[src/rtl/cordic_sweep_nco_if.sv]
// Control/config and sample bus between the sweep NCO and whoever drives it.
interface cordic_sweep_nco_if #(
  parameter int PW = 24,
  parameter int AW = 10
);
  logic          cfg_wr;
  logic [1:0]    cfg_addr;
  logic [PW-1:0] cfg_data;
  logic          start;
  logic          stop;
  logic [AW-1:0] ang;
  logic          ang_vld;
  logic          cordic_vld;
  logic          busy;
  logic          done;
  logic [PW-1:0] cur_freq;

  modport master (
    output cfg_wr, cfg_addr, cfg_data, start, stop,
    input  ang, ang_vld, cordic_vld, busy, done, cur_freq
  );

  modport slave (
    input  cfg_wr, cfg_addr, cfg_data, start, stop,
    output ang, ang_vld, cordic_vld, busy, done, cur_freq
  );
endinterface

[src/rtl/cordic_sweep_nco.sv]
// Chirp NCO feeding the pipelined CORDIC rotator angle input, with a latency-matched valid.
// Optional phase dither on the output angle: define CORDIC_NCO_DITHER_EN.
module cordic_sweep_nco #(
  parameter int PW  = 24,
  parameter int AW  = 10,
  parameter int LAT = 11,
  parameter int DWW = 16
) (
  input  logic               clk,
  input  logic               rst_n,
  input  logic               en,
  cordic_sweep_nco_if.slave  bus
);

  localparam logic [1:0] S_IDLE = 2'd0;
  localparam logic [1:0] S_RUN  = 2'd1;
  localparam logic [1:0] S_DONE = 2'd2;

  logic [1:0]     state;
  logic [PW-1:0]  f_start, f_stop, f_step;
  logic [DWW-1:0] dwell, dwell_cnt;
  logic [PW-1:0]  phase, cur_freq;
  logic [LAT-1:0] vpipe;
  logic [AW-1:0]  ang_q, ang_next;
  logic           ang_vld_q, done_q;
  logic [PW:0]    next_sum;
  logic           step_end;

`ifdef CORDIC_NCO_DITHER_EN
  logic [15:0] lfsr;
  logic        dith_c;

  always_ff @(posedge clk) begin
    if (!rst_n)  lfsr <= 16'hACE1;
    else if (en) lfsr <= {lfsr[14:0], lfsr[15] ^ lfsr[13] ^ lfsr[12] ^ lfsr[10]};
  end

  // Only the carry out of the fractional bits matters for the truncated angle.
  assign dith_c   = (phase[PW-AW-1:0] + lfsr[PW-AW-1:0]) < phase[PW-AW-1:0];
  assign ang_next = phase[PW-1 -: AW] + AW'(dith_c);
`else
  assign ang_next = phase[PW-1 -: AW];
`endif

  // Extra carry bit: an unsigned wrap counts as overshoot (up) or borrow (down).
  always_comb begin
    // NOTE: every combinational output gets a default first so no latch is inferred.
    step_end = 1'b0;
    next_sum = {1'b0, cur_freq} + {1'b0, f_step};
    if (f_step[PW-1]) step_end = !next_sum[PW] || (next_sum[PW-1:0] < f_stop);
    else              step_end =  next_sum[PW] || (next_sum[PW-1:0] > f_stop);
  end

  // NOTE: sequential state uses non-blocking assignments only, so every register samples pre-edge values.
  always_ff @(posedge clk) begin
    if (!rst_n) begin
      state     <= S_IDLE;
      f_start   <= '0;
      f_stop    <= '0;
      f_step    <= '0;
      dwell     <= '0;
      dwell_cnt <= '0;
      phase     <= '0;
      cur_freq  <= '0;
      vpipe     <= '0;
      ang_q     <= '0;
      ang_vld_q <= 1'b0;
      done_q    <= 1'b0;
    end else begin
      if (bus.cfg_wr && state != S_RUN) begin
        case (bus.cfg_addr)
          2'd0:    f_start <= bus.cfg_data;
          2'd1:    f_stop  <= bus.cfg_data;
          2'd2:    f_step  <= bus.cfg_data;
          default: dwell   <= bus.cfg_data[DWW-1:0];
        endcase
      end

      if (en) vpipe <= {vpipe[LAT-2:0], ang_vld_q};

      if (bus.stop) begin
        state     <= S_IDLE;
        ang_vld_q <= 1'b0;
      end else if (bus.start && state != S_RUN) begin
        phase     <= '0;
        cur_freq  <= f_start;
        dwell_cnt <= dwell;
        done_q    <= 1'b0;
        ang_vld_q <= 1'b0;
        state     <= S_RUN;
      end else if (en) begin
        if (state == S_RUN) begin
          ang_q     <= ang_next;
          ang_vld_q <= 1'b1;
          phase     <= phase + cur_freq;
          if (dwell_cnt == '0) begin
            dwell_cnt <= dwell;
            // A zero step is a continuous tone: frequency never moves, sweep never ends.
            if (f_step != '0) begin
              if (step_end) begin
                state  <= S_DONE;
                done_q <= 1'b1;
              end else begin
                cur_freq <= next_sum[PW-1:0];
              end
            end
          end else begin
            dwell_cnt <= dwell_cnt - DWW'(1);
          end
        end else begin
          ang_vld_q <= 1'b0;
        end
      end
    end
  end

  assign bus.ang        = ang_q;
  assign bus.ang_vld    = ang_vld_q;
  assign bus.cordic_vld = vpipe[LAT-1];
  assign bus.busy       = (state == S_RUN);
  assign bus.done       = done_q;
  assign bus.cur_freq   = cur_freq;

endmodule

[src/flat_wrapper.sv]
// flat-port wrapper written by rule: the top's interface ports become plain ports
module cordic_sweep_nco_flat 
#(
  parameter int PW  = 24,
  parameter int AW  = 10,
  parameter int LAT = 11,
  parameter int DWW = 16
)
  (clk, rst_n, en, bus_cfg_wr, bus_cfg_addr, bus_cfg_data, bus_start, bus_stop, bus_ang, bus_ang_vld, bus_cordic_vld, bus_busy, bus_done, bus_cur_freq);
  cordic_sweep_nco_if #(.PW(PW), .AW(AW)) bus_i ();
  input  logic clk;
  input  logic rst_n;
  input  logic en;
  input wire logic [$bits(bus_i.cfg_wr)-1:0] bus_cfg_wr;
  input wire logic [$bits(bus_i.cfg_addr)-1:0] bus_cfg_addr;
  input wire logic [$bits(bus_i.cfg_data)-1:0] bus_cfg_data;
  input wire logic [$bits(bus_i.start)-1:0] bus_start;
  input wire logic [$bits(bus_i.stop)-1:0] bus_stop;
  output wire logic [$bits(bus_i.ang)-1:0] bus_ang;
  output wire logic [$bits(bus_i.ang_vld)-1:0] bus_ang_vld;
  output wire logic [$bits(bus_i.cordic_vld)-1:0] bus_cordic_vld;
  output wire logic [$bits(bus_i.busy)-1:0] bus_busy;
  output wire logic [$bits(bus_i.done)-1:0] bus_done;
  output wire logic [$bits(bus_i.cur_freq)-1:0] bus_cur_freq;
  assign bus_i.cfg_wr = bus_cfg_wr;
  assign bus_i.cfg_addr = bus_cfg_addr;
  assign bus_i.cfg_data = bus_cfg_data;
  assign bus_i.start = bus_start;
  assign bus_i.stop = bus_stop;
  assign bus_ang = bus_i.ang;
  assign bus_ang_vld = bus_i.ang_vld;
  assign bus_cordic_vld = bus_i.cordic_vld;
  assign bus_busy = bus_i.busy;
  assign bus_done = bus_i.done;
  assign bus_cur_freq = bus_i.cur_freq;
  cordic_sweep_nco #(.PW(PW), .AW(AW), .LAT(LAT), .DWW(DWW)) u_core (.clk(clk), .rst_n(rst_n), .en(en), .bus(bus_i));
endmodule
[config.mk]
export PLATFORM = sky130hd
export DESIGN_NAME = cordic_sweep_nco_flat
export DESIGN_NICKNAME = d
export VERILOG_FILES = /design/src/rtl/cordic_sweep_nco_if.sv /design/src/rtl/cordic_sweep_nco.sv /design/src/flat_wrapper.sv
export SDC_FILE = /design/constraint.sdc
export NUM_CORES = 1
export LEC_CHECK = 0
export BUFFER_PORTS_ARGS = -buffer_cell sky130_fd_sc_hd__buf_2
export CORE_UTILIZATION = 60
export CTS_CLUSTER_SIZE = 14
export DETAILED_ROUTE_END_ITERATION = 7
export PLACE_DENSITY = 0.86
export SLEW_MARGIN = 20
export SYNTH_ARGS = -nofsm -noshare
export SYNTH_HDL_FRONTEND = slang
export SYNTH_SLANG_ARGS = --single-unit
[constraint.sdc]
create_clock -name clk -period 5.7 [get_ports clk]
set_input_delay 0.855 -clock clk [delete_from_list [all_inputs] [get_ports clk]]
set_output_delay 0.855 -clock clk [all_outputs]
set_load 0.005 [all_outputs]
==> results of run 1 <==
-- power breakdown --
part           total (uW)  leakage (uW)  internal (uW)  switching [uW]
clock network        1080      0.000248            573             507
logic                 537       0.00273            192             346
registers            1320       0.00144           1280            42.5
total                2940       0.00442           2040             895
-- worst register-to-register path, stage by stage, from the launching register on --
cell and delay, ns:
sky130_fd_sc_hd__dfxtp_1 0.35, sky130_fd_sc_hd__ha_1 0.26, sky130_fd_sc_hd__fa_1 0.43, sky130_fd_sc_hd__a211o_1 0.28, sky130_fd_sc_hd__o211ai_1 0.17, sky130_fd_sc_hd__nand2b_1 0.10, sky130_fd_sc_hd__a21oi_1 0.24, sky130_fd_sc_hd__o21ai_0 0.13
sky130_fd_sc_hd__a21oi_1 0.22, sky130_fd_sc_hd__xnor2_1 0.11, sky130_fd_sc_hd__ha_1 0.28, sky130_fd_sc_hd__nand4_1 0.10, sky130_fd_sc_hd__or4_1 0.61, sky130_fd_sc_hd__or4_4 0.54, sky130_fd_sc_hd__nor2b_4 0.15, sky130_fd_sc_hd__a31oi_4 0.19
sky130_fd_sc_hd__a32oi_2 0.19, sky130_fd_sc_hd__a21oi_4 0.19, sky130_fd_sc_hd__buf_6 0.28, sky130_fd_sc_hd__nor2_1 0.12, sky130_fd_sc_hd__a311oi_1 0.24
-- layer usage --
layer / track usage / vias up / part of all wire
li1: - / 4546 / -
met1: 0.4265 / 4314 / 0.44
met2: 0.5068 / 397 / 0.45
met3: 0.05658 / 54 / 0.081
met4: 0.1115 / 0 / 0.025
met5: 0 / - / 0
-- final timing paths --
check / end / startpoint
min: u_core.bus.ang[7] / u_core.bus.ang[7]
max reg2reg: u_core.bus.cur_freq[4] / u_core.bus.cur_freq[0]
max: u_core.bus.cur_freq[4] / u_core.bus.cur_freq[0]
min reg2reg: u_core.bus.ang[7] / u_core.bus.ang[7]
-- synthesized netlist by cell type (7+ instances only) --
cell,number
sky130_fd_sc_hd__a311oi_2,8
sky130_fd_sc_hd__a22oi_1,17
sky130_fd_sc_hd__inv_1,39
sky130_fd_sc_hd__nand3_1,20
sky130_fd_sc_hd__dfxtp_1,177
sky130_fd_sc_hd__nand2b_1,7
sky130_fd_sc_hd__and3_1,7
sky130_fd_sc_hd__a21o_1,21
sky130_fd_sc_hd__nand4_1,12
sky130_fd_sc_hd__ha_1,73
sky130_fd_sc_hd__o211ai_1,7
sky130_fd_sc_hd__a21oi_1,170
sky130_fd_sc_hd__nor4_1,8
sky130_fd_sc_hd__a311oi_1,7
sky130_fd_sc_hd__mux2i_1,13
sky130_fd_sc_hd__a211oi_1,9
sky130_fd_sc_hd__nor3_1,20
sky130_fd_sc_hd__nor2_1,89
sky130_fd_sc_hd__a31oi_1,12
sky130_fd_sc_hd__nand2_1,291
sky130_fd_sc_hd__xnor2_1,24
sky130_fd_sc_hd__xor2_1,15
sky130_fd_sc_hd__o21ai_0,66
sky130_fd_sc_hd__clkbuf_1,60
-- sequential cells by signal, summed over array words and instances, names as in the netlist, 11 cells and up --
signal,flops
u_core.dwell_cnt,16
u_core.vpipe,11
u_core.f_stop,24
u_core.f_step,24
u_core.dwell,16
u_core.bus.cur_freq,24
u_core.phase,24
u_core.f_start,24
-- stage by stage --
stage / instance area, um2 / power, uW / setup WS, ns / hold WS [ns]
2_1_floorplan: 9818 / 1725 / 1.020 / 0.4291
3_3_place_gp: 10270 / 1857 / 0.6363 / 0.4381
3_5_place_dp: 10270 / 1871 / 0.4585 / 0.4440
4_1_cts: 10800 / 2931 / 0.4126 / 0.4525
5_1_grt: 10800 / 3054 / 0.05813 / 0.4678
6_report: 10800 / 2939 / 0.4272 / 0.4519
-- layout make-up --
cell class              count  area [um2]  area share
multi-input cells         987        5876      0.5439
flip-flops and latches    177        3543      0.3280
clock buffers              22       454.2     0.04204
repair buffers             80       431.7     0.03996
well taps                 216       270.3     0.02502
inverters                  40       152.6     0.01413
clock inverters            10       75.07    0.006949
-- kinds of logic (layout without fill, tap and decap cells) --
| group | count (synthesis) | in the layout | share of synthesized area |
|---|---|---|---|
| compound gates | 369 | 369 | 0.2361 |
| mux | 14 | 14 | 0.01440 |
| fa+ha+maj | 75 | 75 | 0.09711 |
| xor+xnor | 39 | 39 | 0.03479 |
| buf+inv | 103 | 152 | 0.04167 |
| simple gates | 490 | 490 | 0.2150 |
| flops | 177 | 177 | 0.3609 |
-- timing repair --
action / 4_1_cts / 5_1_grt
endpoints found under the hold margin: 0 / 0
endpoints found under the setup margin: 0 / 5
buffers inserted: 0 / 0
resized for setup: 0 / 1
==> out/qor_table.md, run 1 <==
| Group | Item | Reported |
| --- | --- | --- |
| status | Run status | finished clean |
| worst setup path | Maximum single-stage delay on the critical path | 0.61 ns |
| timing | Final period demand of the worst path | 5.273 ns |
| placed design | HPWL reported at the end of detailed placement | 19,030 um |
| synth | Cell variety after synth | 67 |
| clock tree | Source-to-sink clock delay at the later pin of the worst-skew pair | 0.44 ns |
| worst setup path | Series of cell instances along the critical path | ha_1 -> fa_1 -> a211o_1 -> o211ai_1 -> nand2b_1 -> a21oi_1 -> o21ai_0 -> a21oi_1 -> xnor2_1 -> ha_1 -> nand4_1 -> or4_1 -> or4_4 -> nor2b_4 -> a31oi_4 -> a32oi_2 -> a21oi_4 -> buf_6 -> nor2_1 -> a311oi_1 |
| routing | Aggregate routed wire length | 26,430 um |
| synth | Seq cells post-synth | 177 |
| synth | Largest area contributor in the netlist | sky130_fd_sc_hd__dfxtp_1 |
| global route | GRT Resource Usage Total | 0.3157 |
| clock tree | Hold bufs inserted after CTS | 0 |
| worst setup path | Crit Path Max Fanout | 35 |
| clock tree | Clock transition at the registers of the reported paths | 0.07 ns |
| worst setup path | Worst endpoint required time | 6.05 ns |
| timing | Final hold violations | 0 |
| clock tree | Root cell of the clock tree | sky130_fd_sc_hd__clkbuf_16 |
| timing | Setup violations, final | 0 |
| die | Initial cell density of the core | 0.6158 |
| die | Boundary Pins | 70 |
| worst setup path | Family of cells with the greatest summed delay on the critical path | compound AO/OA/AOI/OAI gates |
| pwr | Total leakage power | 0.004418 uW |
| routing | Count of nets left with antenna violations after detail routing | 0 |
| worst setup path | Element type at the critical path end | flip-flop |
| synth | Number of synthesized flops with an enable pin | 0 |
| synth | Leading register cell type out of synthesis | sky130_fd_sc_hd__dfxtp_1 |
| cells and area | Area delta synth->final | 10.03% |
| global route | Number of antenna violations at the first check in global routing | 0 |
| min path | Path class of the lowest-slack min-delay path | flip-flop to flip-flop |
| timing | Worst slew pin tran | 0.9798 ns |
| clock tree | Count of clock tree sinks | 177 |
| timing | Skew final | 0.009420 ns |
| routing | Average via count per standard cell | 6.078 |
| die | Die ar. | 16,880 um2 |
| synth | Fraction of the yosys area taken by sequential cells | 0.3609 |
| synth | Dominant cells by area after synthesis | sky130_fd_sc_hd__dfxtp_1 36%, sky130_fd_sc_hd__nand2_1 11%, sky130_fd_sc_hd__ha_1 9.3% |
| die | Core Box Area | 15,940 um2 |
| routing | Avg WL per Cell | 17.25 um |
| placed design | Global placer's final weighted congestion | 0.9569 |
| cells and area | Final #Nets | 1,410 |
| cells and area | Post-route insts no fill | 1,532 |
| clock tree | CTS tree | built |
| routing | DRC violation count after routing | 0 |
| die | Die outline width | 129.9 um |
| worst setup path | R2r worst-path depth | 20 |
| synth | Fraction of registers with async set or reset after synthesis | 0 |
| cells and area | Final Util | 0.6776 |
| worst setup path | Critical path arrival | 5.62 ns |
| timing | Final TNS setup | 0 ns |
| global route | Global-route wire length before repair | 41,300 um |
| cells and area | Most used cells in the layout excluding fill and tap cells | 291 x sky130_fd_sc_hd__nand2_1, 177 x sky130_fd_sc_hd__dfxtp_1, 170 x sky130_fd_sc_hd__a21oi_1 |
| cells and area | Number of filler instances in the final layout | 1,342 |
| placed design | Cell count after placement | 1,500 |
| cells and area | Share of post-route cells with drive strength above 1 | 0.1041 |
| synth | Average cell area after synthesis | 7.749 um2 |
| routing | Vias post-DR | 9,311 |
| clock tree | # H-tree levels | 4 |
| worst setup path | Setup slack on the worst flop-to-flop path | 0.43 ns |
| worst setup path | Critical-path top delay cell | sky130_fd_sc_hd__or4_1 |
| timing | Setup repair after global routing missed its margin | no |
| cells and area | Most common library cell in the layout ignoring fill and taps | sky130_fd_sc_hd__nand2_1 |
| worst setup path | Number of cells on the critical path | 20 |
| synth | Share of Yosys cell area claimed by the top area cell type | 0.3609 |
| worst setup path | Class of the most critical setup path | flip-flop to flip-flop |
| pwr | IR drop worst, VDD | 0.2280 mV |
| die | Placement Rows | 46 |
| timing | Max-slew violation total from the final report | 0 |
| routing | Number of design-rule violations left by the first detailed-router iteration | 785 |
| synth | Cells after synthesis | 1,267 |
| worst setup path | Crit path buffers/inverters | 1 |
| routing | Number of search-and-repair iterations in the first detailed-routing pass | 5 |
| die | Die boundary height | 129.9 um |
| job | Maxcap violations | 0 |
| worst setup path | Startpoint type of the worst setup path | flip-flop |
| placed design | Port bufs | 69 |
| clock tree | Number of buffers created by CTS | 17 |
| cells and area | Final antenna diode count | 0 |
| synth | Synth Warn # | 0 |
| synth | Combined area of all synthesized cells | 9818 um2 |
| synth | Net count of the mapped netlist | 1,374 |
| global route | Overall overflow remaining after global route | 0 |
| min path | Cell count of the worst hold path | 2 |
| timing | Worst slew margin | 0.3444 |
| clock tree | Number of buffers on the longest clock path | 2 |
| timing | Maximum clock frequency | 189.7 MHz |
| global route | Largest net degree at the start of global routing | 85 |
| timing | Period utilisation layout | 0.9250 |
| pwr | Total power density per cell area | 272.1 nW/um2 |
| global route | Via count of the first global-routing pass | 8,246 |
No activity file was read; power rests on OpenSTA's default activity.
==> inputs of run 2 (changes only) <==
--- a/config.mk
+++ b/config.mk
@@ -9,6 +9,7 @@
 export CORE_UTILIZATION = 60
 export CTS_CLUSTER_SIZE = 14
 export DETAILED_ROUTE_END_ITERATION = 7
+export GPL_TIMING_DRIVEN = 0
 export PLACE_DENSITY = 0.86
 export SLEW_MARGIN = 20
 export SYNTH_ARGS = -nofsm -noshare
==> constraint.sdc (replaced) <==
create_clock -name clk -period 5.7 [get_ports clk]
set_input_delay 0.855 -clock clk [delete_from_list [all_inputs] [get_ports clk]]
set_output_delay 0.855 -clock clk [all_outputs]
set_load 0.05 [all_outputs]
==> out/qor_table.md, run 2 (synthesis results as in run 1) <==
| Group | Item | Reported | Change |
| --- | --- | --- | --- |
| timing | Worst slew pin tran | 0.9432 ns | -0.03658 ns |
| timing | Setup violations, final | 0 | unchanged |
| die | Boundary Pins | 70 | unchanged |
| clock tree | Count of clock tree sinks | 177 | unchanged |
| die | Placement Rows | 46 | unchanged |
| worst setup path | Class of the most critical setup path | flip-flop to flip-flop |  |
| die | Die ar. | 16,880 um2 | unchanged |
| timing | Period utilisation layout | 0.9721 | +0.04705 |
| worst setup path | Critical path arrival | 5.89 ns | +0.27 ns |
| routing | Average via count per standard cell | 6.261 | +3.0% |
| clock tree | Number of buffers on the longest clock path | 2 | unchanged |
| pwr | Share of total power consumed by net switching | 0.3082 | +0.003765 |
| cells and area | Final #Nets | 1,462 | +3.7% |
| worst setup path | Reg2reg end | u_core.bus.cur_freq[11] |  |
| timing | Worst slew margin | 0.3698 | +0.02544 |
| timing | Max-slew violation total from the final report | 0 | unchanged |
| clock tree | Number of buffers created by CTS | 17 | unchanged |
| routing | Number of search-and-repair iterations in the first detailed-routing pass | 5 | unchanged |
| pwr | Clock share of power | 0.396 | +0.029 |
| worst setup path | Worst setup path start | u_core.bus.cur_freq[0] |  |
| global route | Largest net degree at the start of global routing | 17 | -80% |
| timing | Final TNS setup | 0 ns | unchanged |
| die | Initial cell density of the core | 0.6158 | unchanged |
| die | Core Box Area | 15,940 um2 | unchanged |
| min path | Cell count of the worst hold path | 2 | unchanged |
| worst setup path | Element type at the critical path end | flip-flop |  |
| clock tree | Source-to-sink clock delay at the later pin of the worst-skew pair | 0.45 ns | about the same |
| routing | Top routing layer used | met4 |  |
| global route | Via count of the first global-routing pass | 9,040 | +9.6% |
| worst setup path | Setup slack on the worst flop-to-flop path | 0.16 ns | -0.27 ns |
| global route | GRT Resource Usage Total | 0.3621 | +0.04644 |
| die | Die boundary height | 129.9 um | unchanged |
| routing | DRC violation count after routing | 0 | unchanged |
| routing | Aggregate routed wire length | 29,770 um | +13% |
| timing | Final hold violations | 0 | unchanged |
| timing | Final period demand of the worst path | 5.541 ns | +0.2682 ns |
| job | Maxcap violations | 0 | unchanged |
| status | Run status | finished clean |  |
| worst setup path | Reg2Reg Launch Point | u_core.bus.cur_freq[0] |  |
| global route | Global-route wire length before repair | 46,290 um | +12% |
| worst setup path | Crit Path Max Fanout | 10 | -71% |
| cells and area | Most common library cell in the layout ignoring fill and taps | sky130_fd_sc_hd__nand2_1 |  |
| routing | Met2 wire length | 13,110 um | +9.6% |
| min path | Hold EP | u_core.bus.ang[1] |  |
| min path | Hold Startpoint | u_core.bus.ang[1] |  |
| cells and area | Share of post-route cells with drive strength above 1 | 0.09649 | -0.007612 |
| pwr | Net switching power of the design | 985.6 uW | +10% |
| global route | Overall overflow remaining after global route | 0 | unchanged |
| min path | Path class of the lowest-slack min-delay path | flip-flop to flip-flop |  |
| clock tree | Hold bufs inserted after CTS | 0 | unchanged |
| pwr | Power after layout | 3198 uW | +8.8% |
| routing | Met1 routed wirelength after detailed routing | 12,030 um | +3.1% |
| die | Die outline width | 129.9 um | unchanged |
| pwr | Register share of total power | 0.415 | -0.035 |
| routing | Count of nets left with antenna violations after detail routing | 0 | unchanged |
| global route | Number of antenna violations at the first check in global routing | 0 | unchanged |
| routing | Avg WL per Cell | 18.79 um | +8.9% |
| worst setup path | R2r worst-path depth | 21 | +5.0% |
| cells and area | Most used cells in the layout excluding fill and tap cells | 291 x sky130_fd_sc_hd__nand2_1, 177 x sky130_fd_sc_hd__dfxtp_1, 169 x sky130_fd_sc_hd__a21oi_1 |  |
| placed design | HPWL reported at the end of detailed placement | 22,120 um | +16% |
| clock tree | Clock transition at the registers of the reported paths | 0.07 ns | about the same |
| clock tree | Root cell of the clock tree | sky130_fd_sc_hd__clkbuf_16 |  |
| routing | Detail Route met3 WL | 3484 um | +62% |
| pwr | Logic gate share of total power | 0.188 | +0.005 |
| routing | Number of design-rule violations left by the first detailed-router iteration | 1,180 | +50% |
| placed design | Port bufs | 67 | -2.9% |
| timing | Skew final | 0.01168 ns | +0.002257 ns |
| cells and area | Final antenna diode count | 0 | unchanged |
| pwr | IR drop worst, VDD | 0.2343 mV | +2.7% |
| pwr | Total internal power | 2213 uW | +8.2% |
| cells and area | Area delta synth->final | 12.88% |  |
| clock tree | CTS tree | built |  |
| worst setup path | Worst endpoint required time | 6.04 ns | about the same |
| pwr | Total power density per cell area | 288.6 nW/um2 | +6.1% |
| timing | Maximum clock frequency | 180.5 MHz | -4.8% |
| timing | Setup repair after global routing missed its margin | no |  |
| cells and area | Post-route insts no fill | 1,584 | +3.4% |
| pwr | Total leakage power | 0.004513 uW | +2.1% |
| placed design | Global placer's final weighted congestion | 0.9511 | -0.61% |
| routing | Vias post-DR | 9,918 | +6.5% |
| placed design | Cell count after placement | 1,550 | +3.3% |
| clock tree | # H-tree levels | 4 | unchanged |
| worst setup path | Startpoint type of the worst setup path | flip-flop |  |
-- run 2: cell types whose count changed in the layout (fill, tap and decap cells not counted), sizes merged --
| cell | before | now |
|---|---|---|
| buf | 80 | 72 |
| bufinv | 0 | 3 |
| clkbuf | 22 | 80 |
| clkinv | 2 | 4 |
| clkinvlp | 4 | 1 |
-- run 2: final cells by class --
| type | count | area, um2 |
|---|---|---|
| Multi-Input combinational cell | 987 | 5874 |
| Fill cell | 1291 | 4860 |
| Sequential cell | 177 | 3543 |
| Clock buffer | 20 | 466.7 |
| Timing Repair Buffer | 69 | 350.3 |
| Tap cell | 216 | 270.3 |
| Buffer | 63 | 259.0 |
| Clock inverter | 12 | 168.9 |
| Inverter | 40 | 150.1 |
-- run 2: power by group through the flow --
stage / Combinational (uW) / Sequential [uW] / Clock [uW]
6_report: 603 / 1330 / 1270
5_1_grt: 657 / 1330 / 1320
4_1_cts: 584 / 1320 / 1270
3_5_place_dp: 578 / 1350 / 0
3_3_place_gp: 565 / 1350 / 0
2_1_floorplan: 390 / 1370 / 0
-- run 2: what timing repair did --
item                                    4_1_cts  5_1_grt
endpoints found under the setup margin        0       20
setup buffers                                 0        2
resized for setup                             0        2
-- run 2: worst max-delay path: stages, from the launching register on --
cell and delay [ns]:
sky130_fd_sc_hd__dfxtp_1 0.39, sky130_fd_sc_hd__ha_1 0.27, sky130_fd_sc_hd__fa_1 0.44, sky130_fd_sc_hd__a211o_1 0.29, sky130_fd_sc_hd__o211ai_1 0.20, sky130_fd_sc_hd__nand2b_1 0.14, sky130_fd_sc_hd__a21oi_2 0.22, sky130_fd_sc_hd__o21ai_0 0.12
sky130_fd_sc_hd__a21oi_1 0.19, sky130_fd_sc_hd__xnor2_1 0.18, sky130_fd_sc_hd__ha_1 0.33, sky130_fd_sc_hd__nand4_1 0.13, sky130_fd_sc_hd__or4_1 0.65, sky130_fd_sc_hd__or4_4 0.54, sky130_fd_sc_hd__nor2b_4 0.15, sky130_fd_sc_hd__a31oi_4 0.20
sky130_fd_sc_hd__a32oi_2 0.19, sky130_fd_sc_hd__a21oi_4 0.16, sky130_fd_sc_hd__buf_4 0.14, sky130_fd_sc_hd__buf_6 0.14, sky130_fd_sc_hd__nor2_1 0.07, sky130_fd_sc_hd__a311oi_2 0.27
-- run 2: layer usage --
metal	GRT usage	up-vias
li1	-	4657
met1	0.4726	4614
met2	0.5712	549
met3	0.08815	98
met4	0.1553	0
met5	0	-
-- run 2: worst max path at each step --
stage / end / cells after the start
global route: u_core.bus.cur_freq[21] / 22
CTS: u_core.bus.cur_freq[11] / 21
detailed placement: u_core.bus.cur_freq[11] / 20
floorplan: u_core.bus.cur_freq[10] / 20
global placement: u_core.bus.cur_freq[7] / 20
finish: u_core.bus.cur_freq[11] / 21
-- run 2: stage by stage --
| stage | util | hold WS, ns | setup WS (ns) | cell area, um2 |
|---|---|---|---|---|
| finish | 0.6952 | 0.4493 | 0.1591 | 11080 |
| global route | 0.6952 | 0.4690 | 0.01801 | 11080 |
| CTS | 0.6937 | 0.4540 | 0.1725 | 11060 |
| detailed placement | 0.6538 | 0.4448 | 0.2631 | 10420 |
| global placement | 0.6538 | 0.4387 | 0.2970 | 10420 |
| floorplan | - | 0.4291 | 0.7546 | 9818 |
==> inputs of run 3 (changes only) <==
--- a/config.mk
+++ b/config.mk
@@ -6,11 +6,11 @@
 export NUM_CORES = 1
 export LEC_CHECK = 0
 export BUFFER_PORTS_ARGS = -buffer_cell sky130_fd_sc_hd__buf_2
-export CORE_UTILIZATION = 60
+export CORE_UTILIZATION = 40
 export CTS_CLUSTER_SIZE = 14
 export DETAILED_ROUTE_END_ITERATION = 7
 export GPL_TIMING_DRIVEN = 0
-export PLACE_DENSITY = 0.86
+export PLACE_DENSITY = 0.64
 export SLEW_MARGIN = 20
 export SYNTH_ARGS = -nofsm -noshare
 export SYNTH_HDL_FRONTEND = slang
==> out/qor_table.md, run 3 (synthesis results as in run 1) <==
| Group | Item | Reported | Change |
| --- | --- | --- | --- |
| status | Run status | finished clean |  |
| cells and area | Flip-flop and latch area | 3543 um2 | unchanged |
| cells and area | Design Area, Final | 11,170 um2 | +0.79% |
| clock tree | Number of buffers created by CTS | 17 | unchanged |
| cells and area | Number of filler instances in the final layout | 2,361 | +83% |
| placed design | Global placer's final weighted congestion | 0.9072 | -4.6% |
| routing | DRC violation count after routing | 0 | unchanged |
| clock tree | # H-tree levels | 4 | unchanged |
| cells and area | Area delta synth->final | 13.78% |  |
| worst setup path | Class of the most critical setup path | flip-flop to flip-flop |  |
| worst setup path | Crit Path Max Fanout | 10 | unchanged |
| clock tree | Hold bufs inserted after CTS | 0 | unchanged |
| pwr | Total internal power | 2066 uW | -6.6% |
| worst setup path | Element type at the critical path end | flip-flop |  |
| die | Placement Rows | 56 | +22% |
| min path | Path class of the lowest-slack min-delay path | flip-flop to flip-flop |  |
| pwr | Net switching power of the design | 1046 uW | +6.2% |
| pwr | Total power density per cell area | 278.6 nW/um2 | -3.4% |
| timing | Max-slew violation total from the final report | 0 | unchanged |
| clock tree | Root cell of the clock tree | sky130_fd_sc_hd__clkbuf_16 |  |
| timing | Skew final | 0.009293 ns | -0.002384 ns |
| global route | Largest net degree at the start of global routing | 20 | +3 |
| timing | Period utilisation layout | 0.9547 | -0.01735 |
| worst setup path | Startpoint type of the worst setup path | flip-flop |  |
| die | Boundary Pins | 70 | unchanged |
| timing | Maximum clock frequency | 183.8 MHz | +1.8% |
| clock tree | Clock transition at the registers of the reported paths | 0.08 ns | about the same |
| cells and area | Final antenna diode count | 0 | unchanged |
| timing | Worst slew margin | 0.4085 | +0.03867 |
| worst setup path | Worst endpoint required time | 6.05 ns | about the same |
| pwr | IR drop worst, VDD | 0.1653 mV | -29% |
| routing | Avg WL per Cell | 18.34 um | -2.4% |
| global route | Global-route wire length before repair | 47,400 um | +2.4% |
| pwr | Clock share of power | 0.379 | -0.017 |
| cells and area | Most used cells in the layout excluding fill and tap cells | 291 x sky130_fd_sc_hd__nand2_1, 177 x sky130_fd_sc_hd__dfxtp_1, 170 x sky130_fd_sc_hd__a21oi_1 |  |
| routing | Number of search-and-repair iterations in the first detailed-routing pass | 5 | unchanged |
| global route | Overall overflow remaining after global route | 0 | unchanged |
| die | Initial cell density of the core | 0.4133 | -0.2025 |
| routing | Count of nets left with antenna violations after detail routing | 0 | unchanged |
| clock tree | Count of clock tree sinks | 177 | unchanged |
| die | Die boundary height | 158.7 um | +22% |
| routing | Aggregate routed wire length | 30,930 um | +3.9% |
| pwr | Register share of total power | 0.426 | +0.011 |
| timing | Final period demand of the worst path | 5.442 ns | -0.09887 ns |
| die | Core Box Area | 23,750 um2 | +49% |
| clock tree | CTS tree | built |  |
| worst setup path | Critical-path top delay cell | sky130_fd_sc_hd__or4_1 |  |
| global route | Number of antenna violations at the first check in global routing | 0 | unchanged |
| cells and area | Multi-input gate area | 5871 um2 | about the same |
| timing | Final TNS setup | 0 ns | unchanged |
| pwr | Total leakage power | 0.004479 uW | -0.75% |
| worst setup path | Crit path buffers/inverters | 2 | unchanged |
| timing | Final hold violations | 0 | unchanged |
| timing | Worst slew pin tran | 0.8854 ns | -0.05788 ns |
| routing | Vias post-DR | 9,562 | -3.6% |
| routing | Number of design-rule violations left by the first detailed-router iteration | 985 | -17% |
| die | Die ar. | 25,180 um2 | +49% |
| routing | Average via count per standard cell | 5.671 | -9.4% |
| pwr | Logic gate share of total power | 0.195 | +0.007 |
| timing | Setup violations, final | 0 | unchanged |
| global route | Via count of the first global-routing pass | 8,506 | -5.9% |
| global route | GRT Resource Usage Total | 0.2503 | -0.1118 |
| timing | Setup repair after global routing missed its margin | no |  |
| cells and area | Final #Nets | 1,461 | -0.068% |
| clock tree | Source-to-sink clock delay at the later pin of the worst-skew pair | 0.44 ns | about the same |
| die | Die outline width | 158.7 um | +22% |
| clock tree | Number of buffers on the longest clock path | 2 | unchanged |
| worst setup path | Critical path arrival | 5.80 ns | -0.09 ns |
| worst setup path | Series of cell instances along the critical path | ha_1 -> fa_1 -> a211o_1 -> o211ai_1 -> nand2b_1 -> a21oi_1 -> o21ai_0 -> a21oi_1 -> xnor2_1 -> ha_1 -> nand4_1 -> or4_1 -> or4_4 -> nor2b_4 -> a31oi_4 -> a32oi_2 -> a21oi_4 -> buf_12 -> buf_6 -> nor2_1 -> a311oi_2 |  |
| pwr | Share of total power consumed by net switching | 0.3362 | +0.02802 |
| placed design | Placed cell area | 10,550 um2 | +1.2% |
| cells and area | Share of post-route cells with drive strength above 1 | 0.09510 | -0.001392 |
| worst setup path | Maximum single-stage delay on the critical path | 0.64 ns | about the same |
| worst setup path | Family of cells with the greatest summed delay on the critical path | compound AO/OA/AOI/OAI gates |  |
| placed design | Port bufs | 67 | unchanged |
| cells and area | Most common library cell in the layout ignoring fill and taps | sky130_fd_sc_hd__nand2_1 |  |
| placed design | HPWL reported at the end of detailed placement | 23,710 um | +7.2% |
| job | Maxcap violations | 0 | unchanged |
run 3: changes by cell type in the layout (fill, tap and decap cells not counted):
cell | before | now
sky130_fd_sc_hd__clkinv_8 | 0 | 4
sky130_fd_sc_hd__bufinv_16 | 3 | 0
sky130_fd_sc_hd__clkbuf_8 | 3 | 0
sky130_fd_sc_hd__buf_4 | 2 | 0
sky130_fd_sc_hd__clkinv_4 | 2 | 0
sky130_fd_sc_hd__clkinvlp_4 | 1 | 3
sky130_fd_sc_hd__inv_8 | 2 | 4
sky130_fd_sc_hd__a21oi_1 | 169 | 170
sky130_fd_sc_hd__a21oi_2 | 1 | 0
sky130_fd_sc_hd__buf_12 | 0 | 1
sky130_fd_sc_hd__clkinv_2 | 1 | 0
sky130_fd_sc_hd__inv_6 | 3 | 4
run 3: stage by stage:
stage | utilization | cells | hold WS, ns | total power [uW] | setup slack [ns]
floorplan | - | 1267 | 0.4291 | 1760 | 0.7546
detailed placement | 0.4443 | 1653 | 0.4448 | 1943 | 0.2415
finish | 0.4703 | 1686 | 0.4521 | 3113 | 0.2579
global route | 0.4703 | 1686 | 0.4682 | 3239 | 0.03659
CTS | 0.4692 | 1685 | 0.4547 | 3115 | 0.1916
global placement | 0.4443 | 1653 | 0.4396 | 1934 | 0.2289
run 3: worst paths after layout:
kind / startpoint / to / slack (ns) / cells after the start
worst min register to register: u_core.bus.ang[3] / u_core.bus.ang[3] / 0.45 / 2
worst max-delay path: u_core.bus.cur_freq[0] / u_core.bus.cur_freq[10] / 0.26 / 21
worst max register to register: u_core.bus.cur_freq[0] / u_core.bus.cur_freq[10] / 0.26 / 21
worst min-delay path: u_core.bus.ang[3] / u_core.bus.ang[3] / 0.45 / 2
run 3: worst register-to-register path: stages (launching register included):
cell,delay [ns]
sky130_fd_sc_hd__dfxtp_1,0.39
sky130_fd_sc_hd__ha_1,0.28
sky130_fd_sc_hd__fa_1,0.43
sky130_fd_sc_hd__a211o_1,0.28
sky130_fd_sc_hd__o211ai_1,0.17
sky130_fd_sc_hd__nand2b_1,0.09
sky130_fd_sc_hd__a21oi_1,0.25
sky130_fd_sc_hd__o21ai_0,0.14
sky130_fd_sc_hd__a21oi_1,0.19
sky130_fd_sc_hd__xnor2_1,0.17
sky130_fd_sc_hd__ha_1,0.32
sky130_fd_sc_hd__nand4_1,0.13
sky130_fd_sc_hd__or4_1,0.64
sky130_fd_sc_hd__or4_4,0.54
sky130_fd_sc_hd__nor2b_4,0.15
sky130_fd_sc_hd__a31oi_4,0.20
sky130_fd_sc_hd__a32oi_2,0.20
sky130_fd_sc_hd__a21oi_4,0.19
sky130_fd_sc_hd__buf_12,0.15
sky130_fd_sc_hd__buf_6,0.15
sky130_fd_sc_hd__nor2_1,0.06
sky130_fd_sc_hd__a311oi_2,0.23
run 3: final cells by class:
type | count | area share
plain buffers | 63 | 0.02319
clock buffers | 17 | 0.03808
clock inverters | 15 | 0.01501
inverters | 40 | 0.01344
multi-input cells | 987 | 0.5255
flip-flops and latches | 177 | 0.3172
well taps | 319 | 0.03573
repair buffers | 68 | 0.03181
run 3: per-layer routing:
layer | share of wire | vias to the layer above | track usage
met5 | 0 | - | 0
met3 | 0.074 | 43 | 0.03919
met2 | 0.43 | 385 | 0.3830
met1 | 0.47 | 4493 | 0.3582
li1 | - | 4641 | -
met4 | 0.022 | 0 | 0.07692
run 3: timing repair:
| action | in CTS | in global routing |
|---|---|---|
| endpoints found under the setup margin | 0 | 13 |
| buffers inserted | 0 | 1 |
| resized for setup | 0 | 1 |
run 3: power groups by stage:
stage	Clock, uW	Sequential, uW	Combinational, uW
after floorplan	0	1370	390
after global placement	0	1350	581
after detailed placement	0	1350	589
after CTS	1200	1330	594
after global routing	1240	1330	664
final	1180	1330	605
